## src/rtl/prog_load_dump.sv

```systemverilog
// Program preload / memory dump engine: streams bytes into RAM while the CPU is held,
// then releases the CPU and, on request, reads RAM back out as assembled words.
module prog_load_dump #(
  parameter int ADDR_W     = 8,
  parameter int BYTE_W     = 8,
  parameter int WORD_BYTES = 4,
  parameter bit BIG_ENDIAN = 1'b1
) (
  input  logic                         clk_i,
  input  logic                         rst_ni,
  input  logic                         in_valid_i,
  input  logic [BYTE_W-1:0]            in_data_i,
  input  logic                         in_last_i,
  output logic                         in_ready_o,
  output logic [ADDR_W-1:0]            mem_addr_o,
  output logic [BYTE_W-1:0]            mem_wdata_o,
  output logic                         mem_we_o,
  output logic                         mem_re_o,
  input  logic [BYTE_W-1:0]            mem_rdata_i,
  input  logic                         dump_start_i,
  input  logic [ADDR_W-1:0]            dump_base_i,
  input  logic [ADDR_W-1:0]            dump_words_i,
  output logic                         out_valid_o,
  output logic [WORD_BYTES*BYTE_W-1:0] out_word_o,
  output logic [ADDR_W-1:0]            out_addr_o,
  input  logic                         out_ready_i,
  output logic                         cpu_enable_o,
  output logic                         loaded_o,
  output logic [ADDR_W:0]              byte_count_o,
  output logic                         overflow_o
);

  localparam int WORD_W = WORD_BYTES * BYTE_W;
  localparam int IDX_W  = $clog2(WORD_BYTES + 1);
  localparam logic [IDX_W-1:0] LAST_IDX = IDX_W'(WORD_BYTES);

  typedef enum logic [1:0] {S_LOAD, S_RUN, S_RD, S_OUT} state_e;

  state_e              state_q, state_d;
  logic [ADDR_W:0]     byteCount_q, byteCount_d;
  logic                loaded_q, loaded_d;
  logic                overflow_q, overflow_d;
  logic [ADDR_W-1:0]   cur_q, cur_d;
  logic [ADDR_W-1:0]   wordAddr_q, wordAddr_d;
  logic [ADDR_W-1:0]   remain_q, remain_d;
  logic [IDX_W-1:0]    idx_q, idx_d;
  logic                rdPend_q;
  logic [WORD_W-1:0]   word_q, word_d;
  logic [WORD_W-1:0]   wordShift;

  // Read data arrives one cycle after mem_re; shift it in from the side matching the byte order.
  generate
    if (WORD_BYTES == 1) begin : g_one
      assign wordShift = mem_rdata_i;
    end else if (BIG_ENDIAN) begin : g_be
      assign wordShift = {word_q[WORD_W-BYTE_W-1:0], mem_rdata_i};
    end else begin : g_le
      assign wordShift = {mem_rdata_i, word_q[WORD_W-1:BYTE_W]};
    end
  endgenerate

  always_ff @(posedge clk_i or negedge rst_ni) begin
    if (!rst_ni) begin
      state_q     <= S_LOAD;
      byteCount_q <= '0;
      loaded_q    <= 1'b0;
      overflow_q  <= 1'b0;
      cur_q       <= '0;
      wordAddr_q  <= '0;
      remain_q    <= '0;
      idx_q       <= '0;
      rdPend_q    <= 1'b0;
      word_q      <= '0;
    end else begin
      state_q     <= state_d;
      byteCount_q <= byteCount_d;
      loaded_q    <= loaded_d;
      overflow_q  <= overflow_d;
      cur_q       <= cur_d;
      wordAddr_q  <= wordAddr_d;
      remain_q    <= remain_d;
      idx_q       <= idx_d;
      rdPend_q    <= mem_re_o;
      word_q      <= word_d;
    end
  end

  always_comb begin
    state_d      = state_q;
    byteCount_d  = byteCount_q;
    loaded_d     = loaded_q;
    overflow_d   = overflow_q;
    cur_d        = cur_q;
    wordAddr_d   = wordAddr_q;
    remain_d     = remain_q;
    idx_d        = idx_q;
    word_d       = rdPend_q ? wordShift : word_q;
    in_ready_o   = 1'b0;
    mem_addr_o   = '0;
    mem_wdata_o  = '0;
    mem_we_o     = 1'b0;
    mem_re_o     = 1'b0;
    out_valid_o  = 1'b0;
    cpu_enable_o = 1'b0;

    unique case (state_q)
      S_LOAD: begin
        if (!byteCount_q[ADDR_W]) begin
          in_ready_o = 1'b1;
          if (in_valid_i) begin
            mem_we_o    = 1'b1;
            mem_addr_o  = byteCount_q[ADDR_W-1:0];
            mem_wdata_o = in_data_i;
            byteCount_d = byteCount_q + (ADDR_W+1)'(1);
            if (in_last_i) begin
              loaded_d = 1'b1;
              state_d  = S_RUN;
            end
          end
        end else begin
          if (in_valid_i) overflow_d = 1'b1;
          state_d = S_RUN;
        end
      end
      S_RUN: begin
        cpu_enable_o = 1'b1;
        if (dump_start_i && dump_words_i != '0) begin
          cur_d      = dump_base_i;
          wordAddr_d = dump_base_i;
          remain_d   = dump_words_i;
          idx_d      = '0;
          state_d    = S_RD;
        end
      end
      S_RD: begin
        if (idx_q != LAST_IDX) begin
          mem_re_o   = 1'b1;
          mem_addr_o = cur_q;
          cur_d      = cur_q + ADDR_W'(1);
          idx_d      = idx_q + IDX_W'(1);
        end else begin
          state_d = S_OUT;
        end
      end
      S_OUT: begin
        out_valid_o = 1'b1;
        // The handshake cycle already issues the next word's first read to keep one word per WORD_BYTES+1 cycles.
        if (out_ready_i) begin
          remain_d = remain_q - ADDR_W'(1);
          if (remain_q != ADDR_W'(1)) begin
            mem_re_o   = 1'b1;
            mem_addr_o = cur_q;
            cur_d      = cur_q + ADDR_W'(1);
            wordAddr_d = cur_q;
            idx_d      = IDX_W'(1);
            state_d    = S_RD;
          end else begin
            state_d = S_RUN;
          end
        end
      end
      default: state_d = S_LOAD;
    endcase
  end

  assign out_word_o   = word_q;
  assign out_addr_o   = wordAddr_q;
  assign loaded_o     = loaded_q;
  assign byte_count_o = byteCount_q;
  assign overflow_o   = overflow_q;

endmodule

```

## config.mk

```make
export PLATFORM = sky130hd
export DESIGN_NAME = prog_load_dump
export DESIGN_NICKNAME = d
export VERILOG_FILES = /design/src/rtl/prog_load_dump.sv
export SDC_FILE = /design/constraint.sdc
export NUM_CORES = 1
export LEC_CHECK = 0
export ABC_AREA = 0
export CAP_MARGIN = 20
export CORE_UTILIZATION = 63
export CTS_CLUSTER_SIZE = 10
export DETAILED_ROUTE_END_ITERATION = 8
export DONT_BUFFER_PORTS = 1
export PLACE_DENSITY = 0.79
export SYNTH_ARGS = -nofsm -noshare
export SYNTH_HDL_FRONTEND = slang
export SYNTH_SLANG_ARGS = --single-unit
```

## constraint.sdc

```tcl
create_clock -name clk_i -period 2.45 [get_ports clk_i]
set_input_delay 0.1225 -clock clk_i [delete_from_list [all_inputs] [get_ports clk_i]]
set_output_delay 0.1225 -clock clk_i [all_outputs]
set_load 0.05 [all_outputs]
```

* Word level (Yosys, flattened, before mapping)
Cells that the tools add are included.
** Storage, ports and cells
- Word-level logic and storage cells :: 86
- Output and inout port bits :: 72
- Register bits after elaboration :: 73
** Operators by class
- Reduce and logical (&&, ||, !) cells :: 12
- Mux-type cells :: 46
- Add/subtract/negate cells :: 4
- Eq/ne operators :: 12
- Bitwise gates (word level) :: 1
** Operators with widths (count)
- $mux W8 :: 16
- $pmux W8 S3 :: 2
- $pmux W8 S2 :: 2
- $mux W9 :: 2
- $mux W2 :: 7
- $mux W3 :: 4
- $mux W1 :: 10
- $ne A2 B2 Y1 const B :: 5
- $reduce_and A5 Y1 :: 2
- $add A9 B1 Y9 const B :: 1
- $ne A3 B3 Y1 const B :: 3
- $pmux W3 S3 :: 1
- $reduce_and A3 Y1 :: 3
- $add A8 B1 Y8 const B :: 1
- $ne A8 B1 Y1 const B :: 1
- $pmux W2 S4 :: 1
- $reduce_and A4 Y1 :: 2
- $reduce_bool A8 Y1 :: 1
- $sub A8 B1 Y8 const B :: 1
- $eq A2 B2 Y1 const B :: 2
- $add A3 B1 Y3 const B :: 1
- $reduce_bool A3 Y1 :: 1
- $eq A2 B1 Y1 const B :: 1
- $logic_not A2 Y1 :: 1
- other kinds (4) :: 4

* Longest topological paths before layout
- Word-level depth :: 4
- Depth in mapped cells :: 7

* Worst setup path before layout
No wires, ideal clock.
- Path kind :: reg2reg
- Start point :: register byteCount_q[8] (netlist: byte_count_o[8])
- End point :: register state_q[0]
- Cell stages (with the launch flop) :: 4
- Path buffers :: 0
- Arrival time :: 2.271 ns
- Period minus slack after synthesis :: 2.391 ns
- Setup slack :: 0.059 ns
- Cell sequence :: dfrtp_1 -> nor3_1 -> a221oi_1 -> a31o_2
** On the way
- Word-level cells in the longest chain between the ends :: 2
** RTL lines
- start, declared :: line 40 : logic [ADDR_W:0] byteCount_q, byteCount_d;
- start signal, assigned :: line 76 : byteCount_q <= byteCount_d;
- $ne A3 B3 Y1 (no line) or $mux W2 (tied branches)
- $reduce_and A5 Y1 (no line) or $pmux W2 S4 (tied branches)
- end signal, assigned :: line 75 : state_q <= state_d;
- end, declared :: line 39 : state_e state_q, state_d;
Several ways; a longest one is shown, not always the timed one.
A chain may end at the register's enable or synchronous reset.

* Final worst setup path
- Start point :: register idx_q[0]
- End point :: output port mem_addr_o[2]
** On the way
- Word-level cells in the longest chain between the ends :: 3
** RTL lines
- start, declared :: line 46 : logic [IDX_W-1:0] idx_q, idx_d;
- start signal, assigned :: line 82 : idx_q <= idx_d;
- $ne A3 B3 Y1 :: line 136 : if (idx_q != LAST_IDX) begin
- $mux W8 :: line 136
- $pmux W8 S3 :: line 106 : unique case (state_q)
- end, declared :: line 15 : output logic [ADDR_W-1:0] mem_addr_o,
Every way passes these cells.

==> results.ini <==
[cts]
clockBufferDepth = 2
clock_latency_ps = 360
cts-root-buf = clkbuf_8
numCtsBuffers = 9
post_cts_buffers = 0
cts_sinks = 73
cts_tree = done
cts.clk_slew.worst_paths_ps = 80
htreeDepth = 3

[critical_path]
setup.worst_path.end_class = output port
r2r_cells = 4
rr_startpoint = remain_q[2]$_DFFE_PN0P_
path_buf_inv = 2
rr_endpoint = remain_q[7]$_DFFE_PN0P_
r2r_slack_ps = 430
cp-start-kind = register
path_delay_family = simple AND/OR/NAND/NOR gates
crit_slowest_cell = dfrtp_1
path_cells = inv_1 -> ha_1 -> a21oi_1 -> nand2_1 -> nand2_2 -> a22o_1 -> buf_12
required_ps = 2330
critPathArrivalTime_ps = 2210
critPathMaxFanout = 13
criticalPathCategory = register to output port
cpPeakStageDelay_ps = 400

[min_path]
hold_path.startpoint = dump_base_i[3]
min_path_cells = 2
holdPathEnd = out_addr_o[3]$_DFFE_PN0P_
hp-class = input port to register

[timing]
finalCriticalPeriod_ps = 2330
worst_slack_ps = 119
relSlewSlack = 0.519
drv_slew = 0
tns_ps = 0
setup_viol = 0
grt_setup_unrepaired = false
hold_viol_final = 0
fin_crit_sh = 0.951
fmax_mhz = 429
skew_ps = 8.65
worst_pin_slew_ps = 719

[yosys]
yosysTopAreaCell = dfrtp_1
synth_top_flop_cell = dfrtp_1
async_flop_share = 1.00
avgSynthCellArea_um2 = 11.2
ys_seq_area_frac = 0.503
ys_ff_latch = 73
netlist_top_cells_area = dfrtp_1, mux2_2, mux2i_1
ys_types = 54
yosysWarnings = 0
syn_area_mm2 = 0.00363
synth_nets = 368
synth_edf_count = 0
postSynthCellCount = 324
synth_top_area_frac = 0.503

[floorplan]
core_mm2 = 0.00554
chipWidth_um = 77.9
ioPinCount = 110
row_count = 27
start_util = 0.655
die_area_mm2 = 0.00607
die_h_um = 77.9

[placed_design]
io_buffer_count = 0
pre_cts_ws_ps = 303
dpl_cell_area_mm2 = 0.00401
dpl.hpwl_um = 6000
place_congestion = 0.857

[grt]
grt_pass1_vias = 2870
grt.overflow.total = 0
grt_pass1_wl_um = 14400
antenna_found_initial = 0
grt_max_degree = 74
grt_usage = 0.313

[cells_and_area]
layout_commonest_cell = dfrtp_1
final_nets = 417
antenna_cells = 0
syn_to_final_growth_pct = 23.2
design_area_mm2 = 0.00447
drive_gt1_frac = 0.254
final_cell_mix = dfrtp_1, mux2_2, buf_4
post-route-util = 0.807

[run_status]
status = finished, final reports clean

[run]
maxCapViolCount = 0

[routing]
routed_wl_um = 8940
vias = 2963
routedWlPerCell_um = 19.9
drt-pass1-iter-count = 5
drt_first_iter_violations = 258
drtAntennaViolNets = 0
via_per_inst = 6.58
drcViolationCount = 0

==> worst reg2reg max path: stages, from the launching register on <==
cell and delay (ps):
dfrtp_1 450, or4_4 600, or4_1 420, and3_1 200
a211o_1 260
==> synthesized netlist by cell type (8+ instances only) <==
| cell type | instances |
|---|---|
| dfrtp_1 | 73 |
| mux2_2 | 33 |
| nand3_1 | 18 |
| o21ai_0 | 15 |
| nand2_1 | 13 |
| a21oi_1 | 12 |
| mux2i_1 | 12 |
| inv_1 | 10 |
| nor2_1 | 10 |
| a22o_1 | 8 |
| and2_1 | 8 |
| clkbuf_1 | 8 |
==> routing by layer <==
| metal | up-vias | wire length (um) | GRT usage |
|---|---|---|---|
| met1 | 1441 | 3430 | 0.390 |
| met3 | 19 | 906 | 0.106 |
| li1 | 1320 | - | - |
| met2 | 183 | 4440 | 0.510 |
| met4 | 0 | 155 | 0.109 |
| met5 | - | 0 | 0 |
==> repair_timing <==
item	in CTS	in global routing
endpoints found under the setup margin	8	8
resized for setup	1	1
hold endpoints to repair	97	0
hold buffers	22	0
==> how the worst max path moves through the flow <==
| stage | cells after the start | slack, ps | endpoint | from |
|---|---|---|---|---|
| floorplan | 3 | 60 | state_q[0]$_DFFE_PN0P_ | byte_count_o[8]$_DFFE_PN0P_ |
| global placement | 5 | 390 | mem_addr_o[5] | remain_q[4]$_DFFE_PN0P_ |
| detailed placement | 5 | 300 | mem_addr_o[2] | remain_q[2]$_DFFE_PN0P_ |
| CTS | 5 | 60 | mem_addr_o[2] | remain_q[4]$_DFFE_PN0P_ |
| global route | 7 | 30 | mem_addr_o[2] | idx_q[0]$_DFFE_PN0P_ |
| finish | 7 | 120 | mem_addr_o[2] | idx_q[0]$_DFFE_PN0P_ |
==> cell type report <==
class | count | area [um^2]
fillers | 324 | 1070
inverters | 11 | 41.3
well taps | 72 | 90.1
multi-input cells | 222 | 1710
repair buffers | 56 | 593
clock inverters | 7 | 82.6
flip-flops and latches | 73 | 1830
clock buffers | 9 | 124
==> metrics by stage <==
| stage | instances | hold slack, ps |
|---|---|---|
| after floorplan | 324 | -173 |
| after global placement | 412 | -172 |
| after detailed placement | 412 | -172 |
| after CTS | 450 | 2.32 |
| after global routing | 450 | 19.6 |
| final | 450 | 4.80 |
==> logic make-up (layout without fill, tap and decap cells) <==
family	Yosys count	in the layout	share of synthesized area
simple gates	84	84	0.131
compound gates	78	78	0.156
flops	73	73	0.503
mux	45	45	0.136
buf+inv	29	83	0.0317
xor+xnor	9	9	0.0217
fa+ha+maj	6	6	0.0207
==> state kept, by name, indices dropped and copies added, names as in the netlist <==
register,flops
byte_count_o,9
cur_q,8
idx_q,3
loaded_o,1
out_addr_o,8
out_word_o,32
overflow_o,1
rdPend_q,1
remain_q,8
state_q,2
Power is left out: the tool's default activity adds up to more than one toggle a clock period on the data nets, which glitch-free logic cannot reach.
